==> config.mk <==
export PLATFORM = sky130hd
export DESIGN_NAME = toast_wb_arbiter
export DESIGN_NICKNAME = d
export VERILOG_FILES = /design/src/rtl/toast_pkg.sv /design/src/rtl/toast_wb_fifo.sv /design/src/rtl/toast_wb_arbiter.sv
export SDC_FILE = /design/constraint.sdc
export NUM_CORES = 1
export LEC_CHECK = 0
export CAP_MARGIN = 10
export CELL_PAD_IN_SITES_DETAIL_PLACEMENT = 0
export CELL_PAD_IN_SITES_GLOBAL_PLACEMENT = 1
export CORE_UTILIZATION = 35
export DETAILED_ROUTE_END_ITERATION = 6
export PLACE_DENSITY_LB_ADDON = 0.2
export SYNTH_ARGS = -nofsm -noshare
export SYNTH_HDL_FRONTEND = slang
export SYNTH_SLANG_ARGS = --single-unit
==> constraint.sdc <==
create_clock -name clk_i -period 3.75 [get_ports clk_i]
set_input_delay 0.375 -clock clk_i [delete_from_list [all_inputs] [get_ports clk_i]]
set_output_delay 0.375 -clock clk_i [all_outputs]
set_load 0.05 [all_outputs]
==> src/rtl/toast_pkg.sv <==
// Shared types and constants for the register-file writeback arbiter.
package toast_pkg;

   localparam int REG_ADDR_W = 5;
   localparam int XLEN       = 32;

   // One pending register-file write; valid=0 marks a slot that must not write
   typedef struct packed {
      logic                  valid;
      logic [REG_ADDR_W-1:0] addr;
      logic [XLEN-1:0]       data;
   } wb_req_t;

   // Which source owns the register-file write port in a given cycle
   typedef enum logic [1:0] {
      GRANT_NONE = 2'd0,
      GRANT_PIPE = 2'd1,
      GRANT_FIFO = 2'd2
   } grant_e;

   // x0 is hardwired to zero, so writes to it are never emitted
   function automatic logic isWritable(input logic [REG_ADDR_W-1:0] addr);
      return (addr != '0);
   endfunction

endpackage

==> src/rtl/toast_wb_fifo.sv <==
// Circular buffer of buffered long-latency results. Besides push/pop it can
// invalidate every entry targeting a given register, which keeps older LU
// results from overwriting a younger pipeline write to the same register.
module toast_wb_fifo
   import toast_pkg::*;
#(
   parameter int DEPTH = 2
)
(
   input  logic                  clk_i,
   input  logic                  rst_i,
   input  logic                  push_i,
   input  wb_req_t               pushReq_i,
   input  logic                  pop_i,
   input  logic                  clrEn_i,
   input  logic [REG_ADDR_W-1:0] clrAddr_i,
   output wb_req_t               head_o,
   output logic                  full_o,
   output logic                  empty_o
);

   localparam int PTR_W = (DEPTH > 1) ? $clog2(DEPTH) : 1;
   localparam int CNT_W = $clog2(DEPTH + 1);

   wb_req_t            mem_q [DEPTH];
   wb_req_t            mem_d [DEPTH];
   logic [PTR_W-1:0]   wrPtr_q;
   logic [PTR_W-1:0]   wrPtr_d;
   logic [PTR_W-1:0]   rdPtr_q;
   logic [PTR_W-1:0]   rdPtr_d;
   logic [CNT_W-1:0]   count_q;
   logic [CNT_W-1:0]   count_d;
   logic               doPush;
   logic               doPop;
   wb_req_t            pushEntry;

   assign full_o  = (count_q == CNT_W'(DEPTH));
   assign empty_o = (count_q == '0);
   assign head_o  = mem_q[rdPtr_q];

   // Next-state: rd-match invalidation, push into the tail, pointer/count update
   always_comb begin
      doPush    = push_i & ~full_o;
      doPop     = pop_i & ~empty_o;
      pushEntry = pushReq_i;
      if (clrEn_i && (pushReq_i.addr == clrAddr_i)) begin
         pushEntry.valid = 1'b0;
      end
      mem_d = mem_q;
      for (int i = 0; i < DEPTH; i++) begin
         if (clrEn_i && (mem_q[i].addr == clrAddr_i)) begin
            mem_d[i].valid = 1'b0;
         end
      end
      if (doPush) begin
         mem_d[wrPtr_q] = pushEntry;
      end
      wrPtr_d = doPush ? (wrPtr_q + PTR_W'(1)) : wrPtr_q;
      rdPtr_d = doPop  ? (rdPtr_q + PTR_W'(1)) : rdPtr_q;
      count_d = count_q + CNT_W'(doPush) - CNT_W'(doPop);
   end

   // Storage and pointer registers; reset drops every buffered entry
   always_ff @(posedge clk_i) begin
      if (rst_i) begin
         wrPtr_q <= '0;
         rdPtr_q <= '0;
         count_q <= '0;
         for (int i = 0; i < DEPTH; i++) begin
            mem_q[i] <= '0;
         end
      end else begin
         wrPtr_q <= wrPtr_d;
         rdPtr_q <= rdPtr_d;
         count_q <= count_d;
         mem_q   <= mem_d;
      end
   end

endmodule

==> src/rtl/toast_wb_arbiter.sv <==
// Owns the single register-file write port. Pipeline writeback normally wins;
// long-latency results wait in a small FIFO and drain in idle slots, and a
// starvation counter eventually stalls writeback to force a drain.
module toast_wb_arbiter
   import toast_pkg::*;
#(
   parameter int FIFO_DEPTH   = 2,
   parameter int STARVE_LIMIT = 4
)
(
   input  logic        clk_i,
   input  logic        rst_i,
   input  logic [4:0]  WB_rd_addr_i,
   input  logic [31:0] WB_rd_wr_data_i,
   input  logic        WB_rd_wr_en_i,
   output logic        WB_stall_o,
   input  logic        LU_valid_i,
   input  logic [4:0]  LU_rd_addr_i,
   input  logic [31:0] LU_data_i,
   output logic        LU_ready_o,
   output logic        LU_pending_o,
   output logic [4:0]  RF_rd_addr_o,
   output logic [31:0] RF_wr_data_o,
   output logic        RF_wr_en_o
);

   localparam int STARVE_W = $clog2(STARVE_LIMIT + 1);

   logic [STARVE_W-1:0] starveCnt_q;
   logic [STARVE_W-1:0] starveCnt_d;
   logic [4:0]          rfAddr_q;
   logic [4:0]          rfAddr_d;
   logic [31:0]         rfData_q;
   logic [31:0]         rfData_d;
   logic                rfEn_q;
   logic                rfEn_d;

   logic                fifoFull;
   logic                fifoEmpty;
   wb_req_t             fifoHead;
   wb_req_t             luEntry;
   logic                headReq;
   logic                pipeReq;
   logic                stall;
   logic                push;
   logic                pop;
   logic                clrEn;
   grant_e              grant;

   // Stall depends only on registered state (reset merely masks it)
   assign headReq      = ~fifoEmpty;
   assign stall        = ~rst_i & headReq & (starveCnt_q == STARVE_W'(STARVE_LIMIT));
   assign pipeReq      = WB_rd_wr_en_i & isWritable(WB_rd_addr_i) & ~stall;

   assign WB_stall_o   = stall;
   assign LU_ready_o   = ~rst_i & ~fifoFull;
   assign LU_pending_o = ~rst_i & headReq;

   assign RF_rd_addr_o = rfAddr_q;
   assign RF_wr_data_o = rfData_q;
   assign RF_wr_en_o   = rfEn_q;

   // Grant selection: forced drain, then pipeline, then opportunistic drain
   always_comb begin
      grant = GRANT_NONE;
      if (stall) begin
         grant = GRANT_FIFO;
      end else if (pipeReq) begin
         grant = GRANT_PIPE;
      end else if (headReq) begin
         grant = GRANT_FIFO;
      end
      pop           = (grant == GRANT_FIFO);
      clrEn         = (grant == GRANT_PIPE);
      push          = LU_valid_i & LU_ready_o;
      luEntry.valid = isWritable(LU_rd_addr_i);
      luEntry.addr  = LU_rd_addr_i;
      luEntry.data  = LU_data_i;
   end

   toast_wb_fifo #(
      .DEPTH (FIFO_DEPTH)
   ) u_fifo (
      .clk_i     (clk_i),
      .rst_i     (rst_i),
      .push_i    (push),
      .pushReq_i (luEntry),
      .pop_i     (pop),
      .clrEn_i   (clrEn),
      .clrAddr_i (WB_rd_addr_i),
      .head_o    (fifoHead),
      .full_o    (fifoFull),
      .empty_o   (fifoEmpty)
   );

   // Register-file port next state; address/data hold when nothing is granted
   always_comb begin
      rfAddr_d = rfAddr_q;
      rfData_d = rfData_q;
      rfEn_d   = 1'b0;
      case (grant)
         GRANT_PIPE: begin
            rfAddr_d = WB_rd_addr_i;
            rfData_d = WB_rd_wr_data_i;
            rfEn_d   = 1'b1;
         end
         GRANT_FIFO: begin
            rfAddr_d = fifoHead.addr;
            rfData_d = fifoHead.data;
            rfEn_d   = fifoHead.valid;
         end
         default: begin
         end
      endcase
   end

   // Count how long the FIFO head keeps losing to the pipeline, saturating
   always_comb begin
      starveCnt_d = starveCnt_q;
      if (pop || fifoEmpty) begin
         starveCnt_d = '0;
      end else if (headReq && (grant == GRANT_PIPE) &&
                   (starveCnt_q != STARVE_W'(STARVE_LIMIT))) begin
         starveCnt_d = starveCnt_q + STARVE_W'(1);
      end
   end

   // Output and starvation registers
   always_ff @(posedge clk_i) begin
      if (rst_i) begin
         rfAddr_q    <= '0;
         rfData_q    <= '0;
         rfEn_q      <= 1'b0;
         starveCnt_q <= '0;
      end else begin
         rfAddr_q    <= rfAddr_d;
         rfData_q    <= rfData_d;
         rfEn_q      <= rfEn_d;
         starveCnt_q <= starveCnt_d;
      end
   end

endmodule

; ---- After elaboration in Yosys (flattened, before gate mapping)
; Index checks and enable logic that the tools add are counted.
[word_totals]
output_inout_bits = 41
register_bits = 121
[op_classes]
n_reduce_logical = 12
n_eq_ne = 8
bitwise_logic = 14
n_lt_le_gt_ge = 3
add_sub_neg = 5
muxes = 16
[op_table]
columns = cell, count
row1 = 38-bit 2-to-1 mux, 4
row2 = 76-bit bitwise mux, 1
row3 = 76-bit 2-to-1 mux, 1
row4 = 32-bit case mux with 2 select lines, 1
row5 = 38-bit demux with 1-bit select, 1
row6 = 5-bit == test, 3
row7 = 5-bit case mux with 2 select lines, 1
row8 = 5-bit nonzero test, 2
row9 = 1-bit AND, 8
row10 = 1-bit logical AND, 6
row11 = 2-bit 2-to-1 mux, 3
row12 = "2-bit == test, second input constant", 2
row13 = "2-bit >= comparator, second input constant", 2
row14 = 1-bit inverter, 4
row15 = 1-bit inverter with 2-bit output, 2
row16 = "3-bit by 1-bit adder with 3-bit output, second input constant", 1
row17 = "3-bit == test, second input constant", 1
row18 = 1-bit 2-to-1 mux, 3
row19 = "3-bit inequality test, second input constant", 1
row20 = "1-bit adder, second input constant", 2
row21 = 2-bit by 1-bit adder with 2-bit output, 1
row22 = "2-bit by 1-bit == test with 1-bit output, second input constant", 1
row23 = 2-bit logical NOT, 1
row24 = "2-bit by 1-bit less-than comparator with 1-bit output, second input constant", 1
row25 = other kinds (5), 5

; ---- Longest topological paths before layout
[logic_depth]
depth_word = 13
ltp_mapped = 16
ltp_nobuf = 14

; ---- Hierarchy
; Synthesis repeated with hierarchy kept, for this count alone.
[unflattened]
hier_cells = 616
hier_area_um2 = 5525.3
[by_module_without_submodules]
columns = mod, instances, seq_area_each_um2, area_each_um2, cells_each
row1 = toast_wb_fifo, 1, 1601.5, 3469.6, 414
row2 = toast_wb_arbiter, 1, 820.8, 2055.7, 202

; ---- Worst setup path before layout
; Ideal clock, no wire load.
[synth_path]
path_kind = flip-flop to flip-flop
startpoint = register starveCnt_q[0]
endpoint = register u_fifo.count_q[1]
t_arrival_ps = 3517
setup_slack_ps = 106
path_stages_with_launch = 17
setup_time_ps = 128
n_path_buf = 2
required_ps = 3622
cell_sequence = dfxtp_1 inv_1 ha_1 nand2_1 nor3_1 or2_2 nor2b_1 ha_1 buf_2 buf_2 nor2b_1 ha_1 inv_1 ha_1 xor2_1 xnor2_1 nor2_1
[synth_between]
elab_chain_len = 9
[synth_rtl]
columns = item, line_no
row1 = from (decl), toast_wb_arbiter.sv:29  ; logic [STARVE_W-1:0] starveCnt_q;
row2 = from (signal assigned), toast_wb_arbiter.sv:139  ; starveCnt_q <= starveCnt_d;
row3 = 3-bit == test *, toast_wb_arbiter.sv:52  ; assign stall = ~rst_i & headReq & (starveCnt_q == STARVE_W'(STARVE_LIMIT));
row4 = 1-bit AND *, toast_wb_arbiter.sv:52
row5 = named net WB_stall_o, toast_wb_arbiter.sv:16  ; output logic WB_stall_o,
row6 = 1-bit inverter, toast_wb_arbiter.sv:53  ; assign pipeReq = WB_rd_wr_en_i & isWritable(WB_rd_addr_i) & ~stall;
row7 = 1-bit AND, toast_wb_arbiter.sv:53
row8 = 2-bit 2-to-1 mux, toast_wb_arbiter.sv:68  ; end else if (pipeReq) begin
row9 = 2-bit 2-to-1 mux *, toast_wb_arbiter.sv:66  ; if (stall) begin
row10 = 2-bit == test *, toast_wb_arbiter.sv:73  ; pop = (grant == GRANT_FIFO);
row11 = 1-bit AND *, toast_wb_fifo.sv:44  ; doPop = pop_i & ~empty_o;
row12 = named net u_fifo.doPop, toast_wb_fifo.sv:34  ; logic doPop;
row13 = 2-bit by 1-bit subtractor with 2-bit output *, toast_wb_fifo.sv:60  ; count_d = count_q + CNT_W'(doPush) - CNT_W'(doPop);
row14 = to (signal assigned), toast_wb_fifo.sv:75  ; count_q <= count_d;
row15 = to (decl), toast_wb_fifo.sv:31  ; logic [CNT_W-1:0] count_q;
; Mark *: on every way through the listed nets, which the timed path passes. The rest lies on a longest branch.
; A chain may end at the register's enable or synchronous reset.

; ---- Worst setup path in the final report
[layout_path]
startpoint = input port WB_rd_addr_i[1]
endpoint = register u_fifo.count_q[1]
[layout_between]
elab_chain_len = 8
[layout_rtl]
columns = item, line_no
row1 = from (decl), toast_wb_arbiter.sv:13  ; input logic [4:0] WB_rd_addr_i,
row2 = 5-bit nonzero test, toast_pkg.sv:23  ; return (addr != '0);
row3 = 1-bit AND (2 in a row), toast_wb_arbiter.sv:53
row4 = 2-bit 2-to-1 mux, toast_wb_arbiter.sv:68
row5 = 2-bit 2-to-1 mux, toast_wb_arbiter.sv:66
row6 = 2-bit == test, toast_wb_arbiter.sv:73
row7 = 1-bit AND, toast_wb_fifo.sv:44
row8 = named net u_fifo.doPop, toast_wb_fifo.sv:34
row9 = 2-bit by 1-bit subtractor with 2-bit output, toast_wb_fifo.sv:60
; The timed path passes the listed nets, and every way through them passes these cells.

==> metrics.yaml <==
run_status:
  status: "finished, violations left"
  violations: "DRC"
logic_synthesis:
  synthDistinctLibCells: 34
  synth_warnings: 0
  ys.flop_type: "dfxtp_1"
  synth_edf_count: 0
  async_flop_share_pct: 0
  synth-seq-cells: 121
  synthesis.nets: 739
  synth_top_area_share_pct: 45.6
  seq_area_frac_synth_pct: 45.6
  ys_top_cells_by_area: "dfxtp_1 46%, nand2_1 11%, a21oi_1 9.4%, mux2i_1 7.2%, nor2_1 5.7%"
  synthCells: 655
  yosys.area.top_type: "dfxtp_1"
  avgSynthCellArea_sq_um: 8.11
  syn_area_sq_mm: 0.00531
drt:
  drt-initial-drc-count: 252
  avgViaCountPerCell: 4.94
  detail-route-antenna-nets: 0
  wl_per_cell_microns: 14.4
  wirelength_microns: 13600
  drc: 14
  vias: 4671
  dr.pass1.iters: 6
cells_and_area:
  area_growth_pct: 34.6
  most-common-layout-cells: "149 x nand2_1, 120 x dfxtp_1, 117 x clkdlybuf4s50_1, 100 x a21oi_1, 81 x nor2_1"
  drive_gt1_share_pct: 8.14
  stdcell_area_sq_mm: 0.00715
  layout_commonest_cell: "nand2_1"
  nets: 834
  n_antenna_cell: 0
critical_path:
  cp_num_buf_inv: 2
  slowest_stage: "or4_1"
  crit_type: "input pin to flip-flop"
  worst-path-stages: 13
  reg2reg_depth: 13
  max_stage_delay_ps: 550
  rrSetupSlack_ps: 1170
  crit_path_end_kind: "flip-flop"
  crit_family: "simple AND/OR/NAND/NOR gates"
  worstPathArrival_ps: 3210
  crit_required_ps: 4020
  r2r_end: "u_fifo.count_q[1]"
  r2r_start: "u_fifo.count_q[1]"
  cp_max_fo: 5
  startpoint_type: "input pin"
  crit_chain: "clkdlybuf4s50_1, or4_1, o21ai_0, or2_2, nor2b_1, ha_2, nor2b_1, ha_1, inv_1, ha_1, xor2_1, xnor2_1, nor2_1"
place:
  gp_congestion: 0.819
  place_area_sq_mm: 0.00657
  post-dp-hpwl_microns: 8560
  portBuffers: 118
floorplanning:
  pin_count: 119
  die_h_microns: 125
  coreArea_sq_mm: 0.0147
  rows: 44
  die_width_microns: 125
  initial_core_util_pct: 36.2
  die-area_sq_mm: 0.0157
worst_hold_path:
  min_path_cells: 2
  min_path_type: "flip-flop to flip-flop"
sta:
  max_slew.worst_pin.slew_ps: 981
  slew_violations: 0
  fin_crit_sh_pct: 78.3
  timing.fmax_mhz: 340
  layout_min_cycle_time_ps: 2940
  finalHoldViolCount: 0
  setup_viol_count_final: 0
  clock_skew_ps: 9.22
  rsz0062_at_grt: "no"
  relSlewSlack_pct: 34.5
  setup_tns_ps: 0
clock_tree:
  cts-resized-gates: 0
  cts_num_sinks: 121
  cts_setup_buffers: 0
  cts_root_buffer: "clkbuf_16"
  path_clk_slew_ps: 50
  cts_hold_buf: 0
  cts_made_buffers: 17
  cts_tree: "built"
  ctsHtreeMaxLevel: 4
  clock_latency_ps: 420
  clk_path_buf_depth: 2
grt:
  grt_pass1_vias: 4529
  grt_max_degree: 79
  grt.total_usage_pct: 18.0
  grt_pass1_wl_microns: 22300
  antenna_found_initial: 0
  grt-ovfl-total: 0
power_and_ir_drop:
  peakVddDrop_mv: 0.306
  powerDensity_mw_per_mm2: 510
  p_leak_nw: 2.49
flow_run:
  cap_violations: 0
## Yosys cell counts, drive strengths merged, types with 2 or more instances
master and instances:
nand2 149, dfxtp 121, a21oi 112, nor2 81
mux2i 38, a211oi 37, clkbuf 31, buf 20
xor2 14, xnor2 7, ha 6, nor4 6
inv 5, nand3b 4, nor2b 4, and3 3
nor3 2, o21ai 2, o22ai 2, or4 2
## cell families after synthesis
group | share of synthesized area, %
AND/OR/NAND/NOR | 20.1
AO/OA/AOI/OAI | 17.2
flip-flops | 45.6
buffers and inverters | 4.90
multiplexers | 7.37
XOR/XNOR | 3.46
adder cells (fa/ha/maj) | 1.41
## final cells by class
cell class	instances	area (sq um)
clock inverter	7	65.1
multi-input combinational	478	2640
clock buffer	24	512
tap	184	230
sequential	121	2420
inverter	5	18.8
timing repair buffer	127	1260
fill	1435	7550
## worst register-to-register path: stages, from the launching register on
cell	delay, ps
dfxtp_1	400
nor2_1	70
buf_4	160
nor3_1	230
or2_2	190
nor2b_1	150
ha_2	220
nor2b_1	210
ha_1	260
inv_1	60
ha_1	140
xor2_1	170
xnor2_1	140
nor2_1	50
## worst max-delay path by stage
stage               slack (ps)           endpoint             from
floorplan                  110  u_fifo.count_q[1]   starveCnt_q[0]
global placement           420  u_fifo.count_q[1]  WB_rd_addr_i[1]
detailed placement         360  u_fifo.count_q[1]  WB_rd_addr_i[1]
CTS                        770  u_fifo.count_q[1]  WB_rd_addr_i[1]
global route               500  u_fifo.count_q[1]  WB_rd_addr_i[1]
finish                     810  u_fifo.count_q[1]  WB_rd_addr_i[1]
## per-stage QoR
step / total power, mW / std cells / hold WS (ps) / setup slack [ps] / util, %
4_1_cts: 3.70 / 946 / 454 / 773 / 48.6
6_report: 3.65 / 946 / 453 / 813 / 48.6
3_3_place_gp: 2.11 / 915 / 441 / 424 / 44.7
5_1_grt: 3.81 / 946 / 468 / 499 / 48.6
3_5_place_dp: 2.12 / 915 / 447 / 362 / 44.7
2_1_floorplan: 1.87 / 655 / 436 / 106 / -
## routing by layer
metal	wire [microns]	part of all wire [%]	GRT usage, %
met5	0	0	0
met4	225	1.7	7.25
met3	601	4.4	4.84
met2	6450	47	29.7
met1	6330	47	22.3
## power breakdown
part | switching (mW) | internal [mW]
Combinational | 0.409 | 0.266
Sequential | 0.0461 | 1.37
Clock | 0.554 | 1.01
Total | 1.01 | 2.64
No activity file was read; power rests on OpenSTA's default activity.
